`src/rtl/nco_multichannel.sv`:
```
// Time-multiplexed NCO: NCH phase accumulators share one pipelined CORDIC.
// Path: launch reg -> fold reg -> NSTG micro-rotations -> round/saturate output reg.
module nco_multichannel #(
  parameter int NCH  = 4,
  parameter int PW   = 20,
  parameter int DW   = 12,
  parameter int NSTG = 12,
  localparam int CHW = (NCH > 1) ? $clog2(NCH) : 1
) (
  input  logic           clk,
  input  logic           rst_n,
  input  logic           En,
  input  logic           sync,
  input  logic           cfg_we,
  input  logic [CHW-1:0] cfg_ch,
  input  logic [PW-1:0]  cfg_fcw,
  input  logic [PW-1:0]  cfg_pofs,
  input  logic [1:0]     cfg_mode,
  input  logic           cfg_clr,
  output logic           Vld,
  output logic [CHW-1:0] Ch,
  output logic [DW-1:0]  Dout
);

  // One headroom bit above the two guard bits so the CORDIC gain cannot wrap x/y.
  localparam int XW   = DW + 3;
  localparam int MAXO = (2 ** (DW - 1)) - 1;
  localparam real TWO_PI = 6.283185307179586;
  localparam int X0 = $rtoi(0.607253 * real'(MAXO) + 0.5);
  localparam logic signed [XW-1:0] X0G      = XW'(X0 * 4);
  localparam logic signed [XW:0]   RND_HALF = (XW + 1)'(2);
  localparam logic signed [XW:0]   SAT_HI   = (XW + 1)'(MAXO);
  localparam logic signed [XW:0]   SAT_LO   = -SAT_HI;

  function automatic logic [NSTG*PW-1:0] atan_table();
    logic [NSTG*PW-1:0] t;
    real a;
    t = '0;
    for (int i = 0; i < NSTG; i++) begin
      a = $atan(2.0 ** (-i)) / TWO_PI * (2.0 ** PW);
      t[i*PW +: PW] = PW'($rtoi(a + 0.5));
    end
    return t;
  endfunction

  localparam logic [NSTG*PW-1:0] ATAN_TAB = atan_table();

  logic [PW-1:0]  acc_q [NCH];
  logic [PW-1:0]  acc_d [NCH];
  logic [PW-1:0]  fcw_q [NCH];
  logic [PW-1:0]  fcw_d [NCH];
  logic [PW-1:0]  pofs_q [NCH];
  logic [PW-1:0]  pofs_d [NCH];
  logic [1:0]     mode_q [NCH];
  logic [1:0]     mode_d [NCH];
  logic [CHW-1:0] slot_q, slot_d;

  logic           l_vld_q, l_vld_d;
  logic [CHW-1:0] l_ch_q, l_ch_d;
  logic [1:0]     l_mode_q, l_mode_d;
  logic [PW-1:0]  l_phase_q, l_phase_d;

  logic                 s_vld_q  [NSTG+1];
  logic                 s_vld_d  [NSTG+1];
  logic [CHW-1:0]       s_ch_q   [NSTG+1];
  logic [CHW-1:0]       s_ch_d   [NSTG+1];
  logic [1:0]           s_mode_q [NSTG+1];
  logic [1:0]           s_mode_d [NSTG+1];
  logic                 s_neg_q  [NSTG+1];
  logic                 s_neg_d  [NSTG+1];
  logic signed [XW-1:0] x_q [NSTG+1];
  logic signed [XW-1:0] x_d [NSTG+1];
  logic signed [XW-1:0] y_q [NSTG+1];
  logic signed [XW-1:0] y_d [NSTG+1];
  logic signed [PW-1:0] z_q [NSTG];
  logic signed [PW-1:0] z_d [NSTG];

  logic           vld_q, vld_d;
  logic [CHW-1:0] ch_q, ch_d;
  logic [DW-1:0]  dout_q, dout_d;

  logic signed [XW-1:0] sel_s;
  logic signed [XW:0]   wide_s;
  logic signed [XW:0]   rnd_s;
  logic signed [XW:0]   sat_s;

  // Channel state: config writes, accumulator steps (sync > clear > increment), scheduler.
  always_comb begin
    for (int c = 0; c < NCH; c++) begin
      fcw_d[c]  = fcw_q[c];
      pofs_d[c] = pofs_q[c];
      mode_d[c] = mode_q[c];
      if (cfg_we && (cfg_ch == CHW'(c))) begin
        fcw_d[c]  = cfg_fcw;
        pofs_d[c] = cfg_pofs;
        mode_d[c] = cfg_mode;
      end else begin
        fcw_d[c]  = fcw_q[c];
      end
      if (sync) begin
        acc_d[c] = '0;
      end else if (cfg_we && cfg_clr && (cfg_ch == CHW'(c))) begin
        acc_d[c] = '0;
      end else if (En && (slot_q == CHW'(c))) begin
        acc_d[c] = acc_q[c] + fcw_q[c];
      end else begin
        acc_d[c] = acc_q[c];
      end
    end
    if (sync) begin
      slot_d = '0;
    end else if (En) begin
      slot_d = (slot_q == CHW'(NCH - 1)) ? '0 : slot_q + CHW'(1);
    end else begin
      slot_d = slot_q;
    end
  end

  // Channel state registers.
  always_ff @(posedge clk or negedge rst_n) begin
    if (!rst_n) begin
      for (int c = 0; c < NCH; c++) begin
        acc_q[c]  <= '0;
        fcw_q[c]  <= '0;
        pofs_q[c] <= '0;
        mode_q[c] <= 2'b00;
      end
      slot_q <= '0;
    end else begin
      for (int c = 0; c < NCH; c++) begin
        acc_q[c]  <= acc_d[c];
        fcw_q[c]  <= fcw_d[c];
        pofs_q[c] <= pofs_d[c];
        mode_q[c] <= mode_d[c];
      end
      slot_q <= slot_d;
    end
  end

  // Launch, fold into [-pi/2, pi/2), micro-rotations and output rounding/saturation.
  always_comb begin
    l_vld_d   = En;
    l_ch_d    = slot_q;
    l_mode_d  = mode_q[slot_q];
    l_phase_d = acc_q[slot_q] + pofs_q[slot_q];

    s_vld_d[0]  = l_vld_q;
    s_ch_d[0]   = l_ch_q;
    s_mode_d[0] = l_mode_q;
    x_d[0]      = X0G;
    y_d[0]      = '0;
    if (l_phase_q[PW-1] != l_phase_q[PW-2]) begin
      z_d[0]     = l_phase_q ^ {1'b1, {(PW-1){1'b0}}};
      s_neg_d[0] = 1'b1;
    end else begin
      z_d[0]     = l_phase_q;
      s_neg_d[0] = 1'b0;
    end

    for (int i = 0; i < NSTG; i++) begin
      s_vld_d[i+1]  = s_vld_q[i];
      s_ch_d[i+1]   = s_ch_q[i];
      s_mode_d[i+1] = s_mode_q[i];
      s_neg_d[i+1]  = s_neg_q[i];
      if (!z_q[i][PW-1]) begin
        x_d[i+1] = x_q[i] - (y_q[i] >>> i);
        y_d[i+1] = y_q[i] + (x_q[i] >>> i);
      end else begin
        x_d[i+1] = x_q[i] + (y_q[i] >>> i);
        y_d[i+1] = y_q[i] - (x_q[i] >>> i);
      end
    end
    for (int i = 1; i < NSTG; i++) begin
      if (!z_q[i-1][PW-1]) begin
        z_d[i] = z_q[i-1] - ATAN_TAB[(i-1)*PW +: PW];
      end else begin
        z_d[i] = z_q[i-1] + ATAN_TAB[(i-1)*PW +: PW];
      end
    end

    sel_s = s_mode_q[NSTG][1] ? y_q[NSTG] : x_q[NSTG];
    if (s_neg_q[NSTG] ^ s_mode_q[NSTG][0]) begin
      wide_s = -{sel_s[XW-1], sel_s};
    end else begin
      wide_s = {sel_s[XW-1], sel_s};
    end
    rnd_s = (wide_s + RND_HALF) >>> 2;
    if (rnd_s > SAT_HI) begin
      sat_s = SAT_HI;
    end else if (rnd_s < SAT_LO) begin
      sat_s = SAT_LO;
    end else begin
      sat_s = rnd_s;
    end

    vld_d = s_vld_q[NSTG];
    if (s_vld_q[NSTG]) begin
      ch_d   = s_ch_q[NSTG];
      dout_d = sat_s[DW-1:0];
    end else begin
      ch_d   = ch_q;
      dout_d = dout_q;
    end
  end

  // Pipeline and output registers; reset discards everything in flight.
  always_ff @(posedge clk or negedge rst_n) begin
    if (!rst_n) begin
      l_vld_q   <= 1'b0;
      l_ch_q    <= '0;
      l_mode_q  <= 2'b00;
      l_phase_q <= '0;
      for (int i = 0; i <= NSTG; i++) begin
        s_vld_q[i]  <= 1'b0;
        s_ch_q[i]   <= '0;
        s_mode_q[i] <= 2'b00;
        s_neg_q[i]  <= 1'b0;
        x_q[i]      <= '0;
        y_q[i]      <= '0;
      end
      for (int i = 0; i < NSTG; i++) begin
        z_q[i] <= '0;
      end
      vld_q  <= 1'b0;
      ch_q   <= '0;
      dout_q <= '0;
    end else begin
      l_vld_q   <= l_vld_d;
      l_ch_q    <= l_ch_d;
      l_mode_q  <= l_mode_d;
      l_phase_q <= l_phase_d;
      for (int i = 0; i <= NSTG; i++) begin
        s_vld_q[i]  <= s_vld_d[i];
        s_ch_q[i]   <= s_ch_d[i];
        s_mode_q[i] <= s_mode_d[i];
        s_neg_q[i]  <= s_neg_d[i];
        x_q[i]      <= x_d[i];
        y_q[i]      <= y_d[i];
      end
      for (int i = 0; i < NSTG; i++) begin
        z_q[i] <= z_d[i];
      end
      vld_q  <= vld_d;
      ch_q   <= ch_d;
      dout_q <= dout_d;
    end
  end

  assign Vld  = vld_q;
  assign Ch   = ch_q;
  assign Dout = dout_q;

endmodule

```
`config.mk`:
```
export PLATFORM = sky130hd
export DESIGN_NAME = nco_multichannel
export DESIGN_NICKNAME = d
export VERILOG_FILES = /design/src/rtl/nco_multichannel.sv
export SDC_FILE = /design/constraint.sdc
export NUM_CORES = 2
export LEC_CHECK = 0
export BUFFER_PORTS_ARGS = -buffer_cell sky130_fd_sc_hd__clkbuf_2
export CORE_UTILIZATION = 40
export CTS_CLUSTER_SIZE = 20
export DETAILED_ROUTE_END_ITERATION = 12
export PLACE_DENSITY = 0.51
export SLEW_MARGIN = 0
export SYNTH_ARGS = -nofsm -noshare
export SYNTH_HDL_FRONTEND = slang
export SYNTH_SLANG_ARGS = --single-unit
```
`constraint.sdc`:
```
create_clock -name clk -period 4.2 [get_ports clk]
set_input_delay 0.21 -clock clk [delete_from_list [all_inputs] [get_ports clk]]
set_output_delay 0.21 -clock clk [all_outputs]
set_load 0.01 [all_outputs]
```
=== Word-level counts from Yosys, hierarchy flattened ===
Index checks and enable logic that the tools add are counted.

* Bits in read-only memories: 0
* Logic and storage cells: 285
* Bits in writable memories: 0
* Memories kept: 0
* Latch bits: 0
* Input bits: 50
* Output and inout bits: 15
* Bits in registers: 967

* Divide/modulo/power cells: 0
* Reduce and logical (&&, ||, !) cells: 20
* Bitwise logic cells: 3
* Equal/unequal tests: 7
* $add $sub $neg: 75
* Shift-type cells: 0
* Magnitude comparators: 3
* Mux-type cells: 64
* Multipliers: 0

{| class="wikitable"
|+ Operator list
! operator !! number
|-
| two-way mux 20 bit || 28
|-
| two-way mux 15 bit || 24
|-
| adder 20 bit || 5
|-
| binary-select mux 20 bit (select 2 bit) || 2
|-
| adder 15 x 13 -> 15 bit || 3
|-
| subtractor 15 x 13 -> 15 bit || 3
|-
| adder 15 x 10 -> 15 bit || 2
|-
| adder 15 x 11 -> 15 bit || 2
|-
| adder 15 x 12 -> 15 bit || 2
|-
| adder 15 x 4 -> 15 bit || 2
|-
| adder 15 x 5 -> 15 bit || 2
|-
| adder 15 x 6 -> 15 bit || 2
|-
| adder 15 x 7 -> 15 bit || 2
|-
| adder 15 x 8 -> 15 bit || 2
|-
| adder 15 x 9 -> 15 bit || 2
|-
| subtractor 15 x 10 -> 15 bit || 2
|-
| subtractor 15 x 11 -> 15 bit || 2
|-
| subtractor 15 x 12 -> 15 bit || 2
|-
| subtractor 15 x 4 -> 15 bit || 2
|-
| subtractor 15 x 5 -> 15 bit || 2
|-
| subtractor 15 x 6 -> 15 bit || 2
|-
| subtractor 15 x 7 -> 15 bit || 2
|-
| subtractor 15 x 8 -> 15 bit || 2
|-
| subtractor 15 x 9 -> 15 bit || 2
|-
| 46 further kinds || 71
|}

=== Depth between registers and ports, before layout ===
* Depth in word-level cells: 7
* Depth in mapped cells: 16

=== Least setup slack after synthesis ===
No wires, ideal clock.

* Path type: register -> register
* From: reg slot_q[0], in the netlist l_ch_d[0]
* To: reg l_phase_q[19]
* Stages on the path, launching flop included: 14
* Setup slack: 316 ps
* Data required time: 4120 ps
* Arrival time: 3804 ps
* Cell sequence: dfrtp_1 -> clkbuf_1 -> buf_1 -> mux4_2 -> ha_1 -> a21oi_1 -> o21ai_0 -> a311oi_1 -> o21bai_1 -> a21oi_1 -> o21ai_0 -> a211o_1 -> a21oi_1 -> xnor2_1

* Word-level cells in the longest chain between the ends: 5

{| class="wikitable"
|+ RTL lines
! what !! RTL line !! text
|-
| start, declared || 56 || <nowiki>logic [CHW-1:0] slot_q, slot_d;</nowiki>
|-
| start signal, assigned || 136 || <nowiki>slot_q <= slot_d;</nowiki>
|-
| NOT 2 -> 3 bit (not written as such) (*) || 145 || <nowiki>l_phase_d = acc_q[slot_q] + pofs_q[slot_q];</nowiki>
|-
| binary-select mux 20 bit (select 2 bit) || 145 ||
|-
| two-way mux 20 bit (not written as such) (2 in a row) || 145 ||
|-
| adder 20 bit (*) || 145 ||
|-
| net l_phase_d[19] || 61 || <nowiki>logic [PW-1:0] l_phase_q, l_phase_d;</nowiki>
|-
| end signal, assigned || 231 || <nowiki>l_phase_q <= l_phase_d;</nowiki>
|-
| end, declared || 61 ||
|}

Mark *: on every way through the listed nets, which the timed path passes. The rest lies on a longest branch. The select of a mux whose other input is x is not followed.
A chain may end at the register's enable or synchronous reset.

=== Worst setup path after layout ===
* From: reg s_mode_q[1] (netlist name)
* To: reg dout_q[5], in the netlist Dout[5]

* Word-level cells in the longest chain between the ends: 7

{| class="wikitable"
|+ RTL lines
! what !! RTL line !! text
|-
| start, declared || 67 || <nowiki>logic [1:0] s_mode_q [NSTG+1];</nowiki>
|-
| start signal, assigned by index || 235 || <nowiki>s_mode_q[i] <= s_mode_d[i];</nowiki>
|-
| two-way mux 15 bit (*) || 181 || <nowiki>sel_s = s_mode_q[NSTG][1] ? y_q[NSTG] : x_q[NSTG];</nowiki>
|-
| negation 16 bit || 183 || <nowiki>wide_s = -{sel_s[XW-1], sel_s};</nowiki>
|-
| two-way mux 16 bit (*) || 182 || <nowiki>if (s_neg_q[NSTG] ^ s_mode_q[NSTG][0]) begin</nowiki>
|-
| adder 16 x 3 -> 16 bit (*) || 187 || <nowiki>rnd_s = (wide_s + RND_HALF) >>> 2;</nowiki>
|-
| < comparator 14 x 12 -> 1 bit || 190 || <nowiki>end else if (rnd_s < SAT_LO) begin</nowiki>
|-
| two-way mux 12 bit || 190 ||
|-
| two-way mux 12 bit (*) || 188 || <nowiki>if (rnd_s > SAT_HI) begin</nowiki>
|-
| end signal, assigned || 245 || <nowiki>dout_q <= dout_d;</nowiki>
|-
| end, declared || 80 || <nowiki>logic [DW-1:0] dout_q, dout_d;</nowiki>
|}

Mark *: on every way between the ends. The rest lies on a longest branch, timed or not.

==> impl_metrics.csv <==
group,metric,value,unit
placed_design,gp_congestion,0.835,
grt,track_usage,0.187,
sta,fmax,0.251,GHz
cts,clockBufferDepth,3,
grt,overflow,0,
critical_path,crit_type,"reg2reg",
layout,area.sequential,23000,µm²
detailed_routing,drt_iter0_markers,2081,
detailed_routing,dr.pass1.iters,5,
sta,max_slew_margin,0.382,
cts,cts_max_level,3,
synthesis,synth.cell_area,55500,µm²
synthesis,postSynthAreaPerCell,10.2,µm²
cts,cts_tree,"built",
cts,clk_pin_slew,60,ps
sta,fin_crit_sh,0.949,
synthesis,ys.flop_type,"dfrtp_1",
synthesis,syn_inst,5461,
detailed_routing,ant_nets,0,
layout,final_common_cell,"dfrtp_1",
placed_design,io_buffers,64,
synthesis,ys_seq_elements,920,
critical_path,crit_start,"s_mode_q[1]",
detailed_routing,drt_drc_violations_left,0,
critical_path,r2r_slack,220,ps
critical_path,cp.arrival,4600,ps
critical_path,cp-end-kind,"flip-flop",
floorplan,dieArea,140000,µm²
layout,synthToLayoutAreaGrowth,12.9,%
layout,final_cell_mix,"dfrtp_1, ha_1, nand2_1, xnor2_1, a21oi_1",
floorplan,coreArea,137000,µm²
layout,fin_nets,6341,
layout,num-fill-cells,13000,
sta,min_period,3980,ps
sta,grt_setup_unrepaired,"false",
critical_path,reg2reg_to,"Dout[5]",
synthesis,yosysWarnings,0,
floorplan,rows,136,
synthesis,syn_nets,6149,
synthesis,ys_types,88,
cts,cts_sinks,920,
floorplan,die_x,374,µm
min_path,min_path_type,"in2reg",
critical_path,crit_path_top_delay_cell,"or4_1",
floorplan,ios,65,
sta,hold_viol,0,
layout,multi_input_area,31000,µm²
critical_path,worstPathRequired,4820,ps
grt,grt_pass1_vias,39300,
detailed_routing,post_drt_wl_per_cell,17.2,µm
critical_path,crit_path_end,"Dout[5]",
grt,grt_pass1_wl,211000,µm
sta,worst_slew_pin_slew,903,ps
critical_path,worst-path-buf-inv,1,
critical_path,cp-start-kind,"flip-flop",
detailed_routing,via_per_inst,5.22,
critical_path,cp_num_cells,15,
critical_path,r2r_start,"s_mode_q[1]",
synthesis,async_flop_share,1.00,
sta,slew_viol_final,0,
job,cap_violations,0,
sta,final-setup-viol-count,0,
floorplan,die_h,374,µm
placed_design,hpwl,97800,µm
critical_path,crit_path_cell_trace,"mux2i_2, ha_1, or4_1, and2_1, ha_1, nand2b_1, mux2i_2, o211ai_1, nor3_4, and2_1, or4b_1, a32oi_2, nor2_2, buf_4, a311oi_2",
grt,antenna_found_initial,4,
run_status,status,"completed",
grt,grt_max_degree,101,
detailed_routing,vias,39300,
cts,cts_buffers,105,
layout,drive_gt1_frac,0.102,
critical_path,critical_path_peak_fanout,10,
sta,fin_tns_setup,0,ps
cts,cts-root-buf,"clkbuf_16",
floorplan,start_util,0.404,
cts,clock_latency,720,ps
synthesis,yosysSeqAreaShare,0.415,
detailed_routing,drt_wl_total,129000,µm
critical_path,cp_top_family,"simple AND/OR/NAND/NOR gates",
sta,final.setup_skew,33.1,ps
synthesis,synth_edf_count,0,
critical_path,cpPeakStageDelay,540,ps
critical_path,reg2regPathDepth,15,
## synthesized netlist by cell type (all sizes together), types with 34 or more instances
library cell	n	area (µm²)
a21o	113	848
xor2	184	1610
o21a	34	255
a31oi	37	231
mux2i	46	460
inv	305	1140
a21boi	34	255
and3	36	225
dfrtp	920	23000
nor2	385	1460
nand3	57	285
a22o	46	403
fa	37	741
mux4	41	923
clkbuf	97	364
mux2	101	1140
o21bai	110	826
nor3	174	892
nor2b	59	369
nor4	35	234
nand2b	44	275
ha	601	7520
nand2	492	1850
a31o	36	315
xnor2	417	3650
a211oi	68	556
a21oi	395	1980
o21ai	262	1310
## layout make-up
| type | count | area share |
|---|---|---|
| diodes | 2 | 0.0000799 |
| multi-input cells | 4123 | 0.495 |
| clock inverters | 46 | 0.0106 |
| clock buffers | 148 | 0.0485 |
| inverters | 307 | 0.0184 |
| well taps | 1794 | 0.0358 |
| repair buffers | 196 | 0.0242 |
| flip-flops and latches | 920 | 0.367 |
## cells by family (layout without fill, tap and decap cells)
| family | count (synthesis) | in the layout | share of synthesized area |
|---|---|---|---|
| AOI/OAI and AO/OA | 1281 | 1281 | 0.149 |
| xor gates and xnor gates | 601 | 601 | 0.0949 |
| adders and majority gates | 638 | 638 | 0.149 |
| buffers and inverters | 418 | 697 | 0.0284 |
| DFF | 920 | 920 | 0.415 |
| muxes | 188 | 188 | 0.0454 |
| other | 1 | 3 | 0.0000676 |
| and+or+nand+nor | 1414 | 1414 | 0.118 |
## how the worst min path moves through the flow
stage / startpoint / endpoint / slack (ps) / cells past startpoint
3_3_place_gp: rst_n / Dout[11] / 300 / 1
3_5_place_dp: rst_n / Dout[11] / 320 / 1
6_report: cfg_we / pofs_q[39] / 100 / 5
4_1_cts: cfg_we / pofs_q[39] / 30 / 5
2_1_floorplan: rst_n / Ch[0] / -90 / 0
5_1_grt: cfg_we / pofs_q[39] / 70 / 5
## worst reg2reg max path: cells and delay by family, from the launching register on
kind,cells,cell delay (ps)
flip-flops,1,470
AO/OA/AOI/OAI,3,670
AND/OR/NAND/NOR,7,1760
multiplexers,2,320
buffers and inverters,1,190
adder cells (fa/ha/maj),2,480
## per-layer routing
metal,track usage,share of wire
met1,0.257,0.48
met2,0.310,0.47
met3,0.0247,0.029
met4,0.0432,0.021
met5,0,0.000093
## registers in the layout (all words and copies together) (netlist names), 2 cells and up
name,count
z_q,221
mode_q,8
x_q,165
fcw_q,80
l_phase_q,20
s_mode_q,2
s_ch_d,24
Dout,12
s_mode_d,24
y_q,166
s_vld_d,12
Ch,2
l_ch_d,2
acc_q,80
s_ch_q,2
l_mode_q,2
s_neg_d,12
pofs_q,80
l_ch_q,2
## metrics by stage
stage	utilization	hold slack, ps	std cells	cell area [µm²]	setup WS [ps]
3_5_place_dp	0.425	316	7293	58400	148
2_1_floorplan	-	-85.6	5461	55500	316
3_3_place_gp	0.425	303	7293	58400	210
4_1_cts	0.455	31.2	7533	62600	125
6_report	0.456	104	7536	62700	216
5_1_grt	0.456	70.6	7534	62700	21.9
## timing repair
item,in CTS,in global routing
buffers inserted,0,1
setup endpoints to repair,0,17
hold buffers,46,0
resized for setup,0,13
endpoints found under the hold margin,242,0
Power is not shown: default switching activity piles up to over one toggle a cycle in this logic, so the estimate is an artifact.
